### src/rtl/fpga_link_pkg.sv
// Shared definitions for the FPGA-to-FPGA link receive stage.
// Optional feature macro: FPGA_RX_PARITY_EN (adds one even-parity bit per frame).
package fpga_link_pkg;

    localparam int DEFAULT_DATA_WIDTH = 8;

`ifdef FPGA_RX_PARITY_EN
    localparam int PARITY_BITS = 1;
`else
    localparam int PARITY_BITS = 0;
`endif

    typedef enum logic [2:0] {
        ST_IDLE     = 3'd0,
        ST_ACK      = 3'd1,
        ST_RECV     = 3'd2,
        ST_WAIT_FIN = 3'd3,
        ST_DONE     = 3'd4,
        ST_WAIT_REL = 3'd5
    } rx_state_e;

endpackage

### src/rtl/fpga_receiver_if.sv
// Handshake and data bundle between the link transmitter/local logic and the receiver.
interface fpga_receiver_if
    import fpga_link_pkg::*;
#(
    parameter int DATA_WIDTH = DEFAULT_DATA_WIDTH
);
    logic                  reqIn;
    logic                  serialIn;
    logic                  finishIn;
    logic                  acknowledge;
    logic                  sent;
    logic [DATA_WIDTH-1:0] dataOut;
    logic                  dataValid;
    logic                  frameErr;

    modport slave (
        input  reqIn, serialIn, finishIn,
        output acknowledge, sent, dataOut, dataValid, frameErr
    );

    modport master (
        output reqIn, serialIn, finishIn,
        input  acknowledge, sent, dataOut, dataValid, frameErr
    );
endinterface

### src/rtl/fpga_receiver_shift.sv
// Serial-in / parallel-out shift register, MSB arrives first.
module rx_shift_register #(
    parameter int WIDTH = 8
) (
    input  logic             clk,
    input  logic             rst_n,
    input  logic             clr_i,
    input  logic             en_i,
    input  logic             bit_i,
    output logic [WIDTH-1:0] data_o
);
    logic [WIDTH-1:0] shift_q;

    // Shift state: clear has priority over shifting a new bit in at the LSB.
    always_ff @(posedge clk or negedge rst_n) begin
        if (!rst_n) begin
            shift_q <= '0;
        end else if (clr_i) begin
            shift_q <= '0;
        end else if (en_i) begin
            shift_q <= {shift_q[WIDTH-2:0], bit_i};
        end else begin
            shift_q <= shift_q;
        end
    end

    assign data_o = shift_q;
endmodule

### src/rtl/fpga_receiver.sv
// Receive side of the FPGA-to-FPGA link: handshake FSM, bit counter, output registers.
// Optional feature macro: FPGA_RX_PARITY_EN (frame carries a trailing even-parity bit).
module fpga_receiver
    import fpga_link_pkg::*;
#(
    parameter int DATA_WIDTH = DEFAULT_DATA_WIDTH
) (
    input  logic          clk,
    input  logic          reset,
    fpga_receiver_if.slave link
);
    localparam int SHIFT_W = DATA_WIDTH + PARITY_BITS;
    localparam int CNT_W   = $clog2(SHIFT_W + 1);

    rx_state_e             state_q, state_d;
    logic [CNT_W-1:0]      cnt_q, cnt_d;
    logic [DATA_WIDTH-1:0] dout_q, dout_d;
    logic                  ack_q, ack_d;
    logic                  sent_q, sent_d;
    logic                  valid_q, valid_d;
    logic                  ferr_q, ferr_d;

    logic                  shift_en_s;
    logic                  shift_clr_s;
    logic [SHIFT_W-1:0]    shift_s;
    logic [DATA_WIDTH-1:0] data_s;
    logic                  frame_ok_s;
    logic                  violation_s;

`ifdef FPGA_RX_PARITY_EN
    // True when the frame (data plus parity bit) holds an even number of ones.
    function automatic logic even_parity_ok(input logic [SHIFT_W-1:0] frame);
        return ~(^frame);
    endfunction

    assign data_s     = shift_s[SHIFT_W-1:1];
    assign frame_ok_s = even_parity_ok(shift_s);
`else
    assign data_s     = shift_s;
    assign frame_ok_s = 1'b1;
`endif

    // A finish strobe or a dropped request before the word is complete aborts the frame.
    assign violation_s = link.finishIn | ~link.reqIn;

    rx_shift_register #(.WIDTH(SHIFT_W)) u_shift (
        .clk    (clk),
        .rst_n  (reset),
        .clr_i  (shift_clr_s),
        .en_i   (shift_en_s),
        .bit_i  (link.serialIn),
        .data_o (shift_s)
    );

    // Next-state, counter and next-output decode; pulses are set on entry to their state.
    always_comb begin
        state_d     = state_q;
        cnt_d       = cnt_q;
        dout_d      = dout_q;
        ack_d       = 1'b0;
        sent_d      = 1'b0;
        valid_d     = 1'b0;
        ferr_d      = 1'b0;
        shift_en_s  = 1'b0;
        shift_clr_s = 1'b0;
        case (state_q)
            ST_IDLE: begin
                if (link.reqIn) begin
                    state_d = ST_ACK;
                    ack_d   = 1'b1;
                end else begin
                    state_d = ST_IDLE;
                end
            end
            ST_ACK: begin
                cnt_d       = '0;
                shift_clr_s = 1'b1;
                if (violation_s) begin
                    ferr_d  = 1'b1;
                    state_d = link.reqIn ? ST_WAIT_REL : ST_IDLE;
                end else begin
                    state_d = ST_RECV;
                end
            end
            ST_RECV: begin
                if (violation_s) begin
                    ferr_d  = 1'b1;
                    state_d = link.reqIn ? ST_WAIT_REL : ST_IDLE;
                end else begin
                    shift_en_s = 1'b1;
                    cnt_d      = cnt_q + CNT_W'(1);
                    if (cnt_q == CNT_W'(SHIFT_W - 1)) begin
                        state_d = ST_WAIT_FIN;
                    end else begin
                        state_d = ST_RECV;
                    end
                end
            end
            ST_WAIT_FIN: begin
                if (!link.reqIn) begin
                    ferr_d  = 1'b1;
                    state_d = ST_IDLE;
                end else if (link.finishIn) begin
                    if (frame_ok_s) begin
                        state_d = ST_DONE;
                        dout_d  = data_s;
                        sent_d  = 1'b1;
                        valid_d = 1'b1;
                    end else begin
                        ferr_d  = 1'b1;
                        state_d = ST_WAIT_REL;
                    end
                end else begin
                    state_d = ST_WAIT_FIN;
                end
            end
            ST_DONE: begin
                state_d = link.reqIn ? ST_WAIT_REL : ST_IDLE;
            end
            ST_WAIT_REL: begin
                if (!link.reqIn) begin
                    state_d = ST_IDLE;
                end else begin
                    state_d = ST_WAIT_REL;
                end
            end
            default: begin
                state_d = ST_IDLE;
            end
        endcase
    end

    // State, counter and registered outputs; reset aborts everything with no pulses.
    always_ff @(posedge clk or negedge reset) begin
        if (!reset) begin
            state_q <= ST_IDLE;
            cnt_q   <= '0;
            dout_q  <= '0;
            ack_q   <= 1'b0;
            sent_q  <= 1'b0;
            valid_q <= 1'b0;
            ferr_q  <= 1'b0;
        end else begin
            state_q <= state_d;
            cnt_q   <= cnt_d;
            dout_q  <= dout_d;
            ack_q   <= ack_d;
            sent_q  <= sent_d;
            valid_q <= valid_d;
            ferr_q  <= ferr_d;
        end
    end

    assign link.acknowledge = ack_q;
    assign link.sent        = sent_q;
    assign link.dataValid   = valid_q;
    assign link.frameErr    = ferr_q;
    assign link.dataOut     = dout_q;
endmodule

### src/flat_wrapper.sv
// flat-port wrapper written by rule: the top's interface ports become plain ports
module fpga_receiver_flat import fpga_link_pkg::*;
#(
    parameter int DATA_WIDTH = DEFAULT_DATA_WIDTH
)
  (clk, reset, link_reqIn, link_serialIn, link_finishIn, link_acknowledge, link_sent, link_dataOut, link_dataValid, link_frameErr);
  fpga_receiver_if #(.DATA_WIDTH(DATA_WIDTH)) link_i ();
  input  logic clk;
  input  logic reset;
  input wire logic [$bits(link_i.reqIn)-1:0] link_reqIn;
  input wire logic [$bits(link_i.serialIn)-1:0] link_serialIn;
  input wire logic [$bits(link_i.finishIn)-1:0] link_finishIn;
  output wire logic [$bits(link_i.acknowledge)-1:0] link_acknowledge;
  output wire logic [$bits(link_i.sent)-1:0] link_sent;
  output wire logic [$bits(link_i.dataOut)-1:0] link_dataOut;
  output wire logic [$bits(link_i.dataValid)-1:0] link_dataValid;
  output wire logic [$bits(link_i.frameErr)-1:0] link_frameErr;
  assign link_i.reqIn = link_reqIn;
  assign link_i.serialIn = link_serialIn;
  assign link_i.finishIn = link_finishIn;
  assign link_acknowledge = link_i.acknowledge;
  assign link_sent = link_i.sent;
  assign link_dataOut = link_i.dataOut;
  assign link_dataValid = link_i.dataValid;
  assign link_frameErr = link_i.frameErr;
  fpga_receiver #(.DATA_WIDTH(DATA_WIDTH)) u_core (.clk(clk), .reset(reset), .link(link_i));
endmodule
### config.mk
export PLATFORM = sky130hd
export DESIGN_NAME = fpga_receiver_flat
export DESIGN_NICKNAME = d
export VERILOG_FILES = /design/src/rtl/fpga_link_pkg.sv /design/src/rtl/fpga_receiver_if.sv /design/src/rtl/fpga_receiver_shift.sv /design/src/rtl/fpga_receiver.sv /design/src/flat_wrapper.sv
export SDC_FILE = /design/constraint.sdc
export NUM_CORES = 1
export LEC_CHECK = 0
export ABC_AREA = 0
export CORE_ASPECT_RATIO = 1.4
export CORE_MARGIN = 8
export CORE_UTILIZATION = 47
export DETAILED_ROUTE_END_ITERATION = 8
export HOLD_SLACK_MARGIN = 0.03
export PLACE_DENSITY = 0.73
export SLEW_MARGIN = 20
export SYNTH_ARGS = -nofsm -noshare
export SYNTH_HDL_FRONTEND = slang
export SYNTH_SLANG_ARGS = --single-unit
### constraint.sdc
create_clock -name clk -period 1.24 [get_ports clk]
set_input_delay 0.124 -clock clk [delete_from_list [all_inputs] [get_ports clk]]
set_output_delay 0.124 -clock clk [all_outputs]
set_load 0.1 [all_outputs]
==> impl_results.md <==
* Via count at 878
* Peak supply drop at 0.662 mV
* Gr usage total at 12.4%
* Gpl congestion at 0.849
* Die Y at 74.1 µm
* Post-synthesis adder-cell area fraction at 1.10%
* Most frequent cells in the layout: dfrtp_1 (24), nand2_1 (15), buf_4 (15)
* Setup tns final at -2.96 ns
* Avg Cell Area, Syn at 11.3 µm²
* Yosys cell types at 24
* Compound-Gate Fraction of Synth Area at 7.18%
* WS Path Type: reg2reg
* Slew Viols, Final at 0
* Fmax at 0.711 GHz
* Dpl hpwl at 1620 µm
* Max clock buf depth at 2
* Ports at 17
* Leak pwr at 0.791 nW
* DRC viols at 0
* Total Nets Final at 143
* Critical Path AT at 1.61 ns
* Largest net degree at the start of global routing at 27
* H-Tree Depth at 1
* CTS root buf: clkbuf_4
* Hold WS at 0.173 ns
* Global-route wire length before repair at 4160 µm
* Cell count after synthesis at 100
* RSZ-0062 raised after global routing: yes
* Initial Util at 48.4%
* Worst-Margin Slew at 0.340 ns
* Setup Skew at 0.0100 ns
* Die width at 57.5 µm
* Worst Hold Class: in2async
* Power density cells at 1020 nW/µm²
* Area fraction of the dominant cell type after synthesis at 57.5%
* Worst R2R Path Depth at 5
* Crit path launch type: flop
* Synth area leaders: dfrtp_1 (57%), mux2_2 (8.0%), nand2_1 (5.3%)
* Register bit total from synthesis at 26
* Synthesized area at 1130 µm²
* Final Hold Vio Count at 0
* Commonest non-fill, non-tap cell in the layout: dfrtp_1
* Largest area contributor in the netlist: dfrtp_1
* Mux contribution to synthesized area at 11.5%
* Sequential fraction of the synthesis area at 57.5%
* Skew-Pair Late Insertion Delay at 0.31 ns
* Syn nets at 106
* Status: finished, violations left
* CTS buffer count at 3
* Routed wire length at 2540 µm
* Area of the die at 4260 µm²
* CTS tree: done
* Final count of negative-setup-slack endpoints at 21
* CP Data Required Time at 1.44 ns
* # Max-Cap Violations at 0
* Max_slew headroom at 77.4%
* Ant. Diodes at 0
* Vias in the first global route at 880
* Initial DRT Pass Iterations at 4
* Final total power at 0.00171 W
* Fraction of layout cells with a size suffix above 1 at 41.2%
* Antenna violations before repair at 0
* Clk slew on worst S/H paths at 0.13 ns
* Sink Count at 26
* Xor/xnor share of the synthesized area at 0%
* Final period util at 114%
* FP Rows at 21
* Crit path capture type: flop
* Maximum net fanout on the critical path at 7
* Final worst slack at -0.167 ns
* Failing checks: negative setup slack
* P&R area growth vs syn at 48.5%
* Ys Warns at 0
* Number of antenna-violating nets in the routed design at 0
* Core ar. at 2340 µm²
* DR WL/cell at 16.0 µm
* Simple-Gate Fraction of Synth Area at 18.3%
* Port-buffer cells at 16
* Total gr overflow at 0
* Final min period at 1.41 ns
* DRT iter0 DRCs at 24
* Largest family of logic cells by synthesized area: simple AND/OR/NAND/NOR gates
* Vias per cell at 5.52
[cell usage after synthesis, drive strengths merged]
cell type / n
a21o: 1
nand4: 1
nor2: 1
o21ai: 11
ha: 1
mux2i: 4
o2111a: 1
nand2b: 1
and2: 3
dfrtp: 26
nor3b: 2
nor2b: 3
nand2: 16
and4: 1
a211oi: 1
nand3: 9
or3b: 1
buf: 7
and3: 1
mux2: 8
nor4bb: 1
[power breakdown]
part           leakage, nW  switching, W  internal, W
Clock               0.0150      0.000225     0.000125
Combinational        0.422      0.000247     0.000199
Sequential           0.354     0.0000354     0.000877
Total                0.791      0.000508      0.00120
[area by class of cell]
class | instances | area, µm²
Multi-Input combinational cell | 67 | 490
Tap cell | 23 | 28.8
Sequential cell | 26 | 653
Clock buffer | 4 | 26.3
Fill cell | 147 | 657
Timing Repair Buffer | 39 | 483
[repair_timing]
item,in CTS,in global routing
resized for setup,15,15
endpoints found under the setup margin,20,22
hold buffers,0,0
gates cloned,1,1
setup buffers,6,2
pin swaps,1,2
[routing by layer]
layer	routed length (µm)	vias to the layer above	GRT usage (%)
met5	0	-	0
met4	43	0	6.70
met3	74	4	2.25
met2	1340	15	20.9
met1	1080	438	14.7
li1	-	421	-
[worst max-delay path, cell delays in order, from the launching register on]
cell and delay [ns]:
dfrtp_2 0.47, buf_4 0.15, or3b_4 0.40, buf_6 0.15, nand2_1 0.06, o21ai_1 0.07
[metrics by stage]
step	worst slack (ns)	instances	area [µm²]	util [%]
floorplan	-0.0983	100	1130	-
global placement	-0.340	146	1500	64.0
detailed placement	-0.387	146	1500	64.0
CTS	-0.161	157	1630	69.6
global route	-0.228	159	1680	71.9
finish	-0.167	159	1680	71.9
[path summary, 6_finish.rpt]
| kind | from | to | slack (ns) |
|---|---|---|---|
| max in group asynchronous | reset | u_core.link.dataValid | 0.80 |
| max | u_core.state_q[2] | u_core.u_shift.data_o[0] | -0.17 |
| max reg2reg | u_core.state_q[2] | u_core.u_shift.data_o[0] | -0.17 |
| min reg2reg | u_core.cnt_q[2] | u_core.cnt_q[2] | 0.51 |
| min in group clk | link_serialIn | u_core.u_shift.data_o[0] | 0.43 |
| min | reset | u_core.cnt_q[2] | 0.17 |
[state kept, by name (all words and copies together), names as in the netlist]
register / cells
u_core.state_q: 3
u_core.link.frameErr: 1
u_core.cnt_q: 4
u_core.u_shift.data_o: 8
u_core.link.acknowledge: 1
u_core.link.dataValid: 1
u_core.link.dataOut: 8
[cell families after synthesis]
kind of cell | Yosys count
compound gates | 14
fa+ha+maj | 1
buf+inv | 7
flops | 26
mux | 12
simple gates | 40
Note: power is estimated with default switching activity, not from simulation.
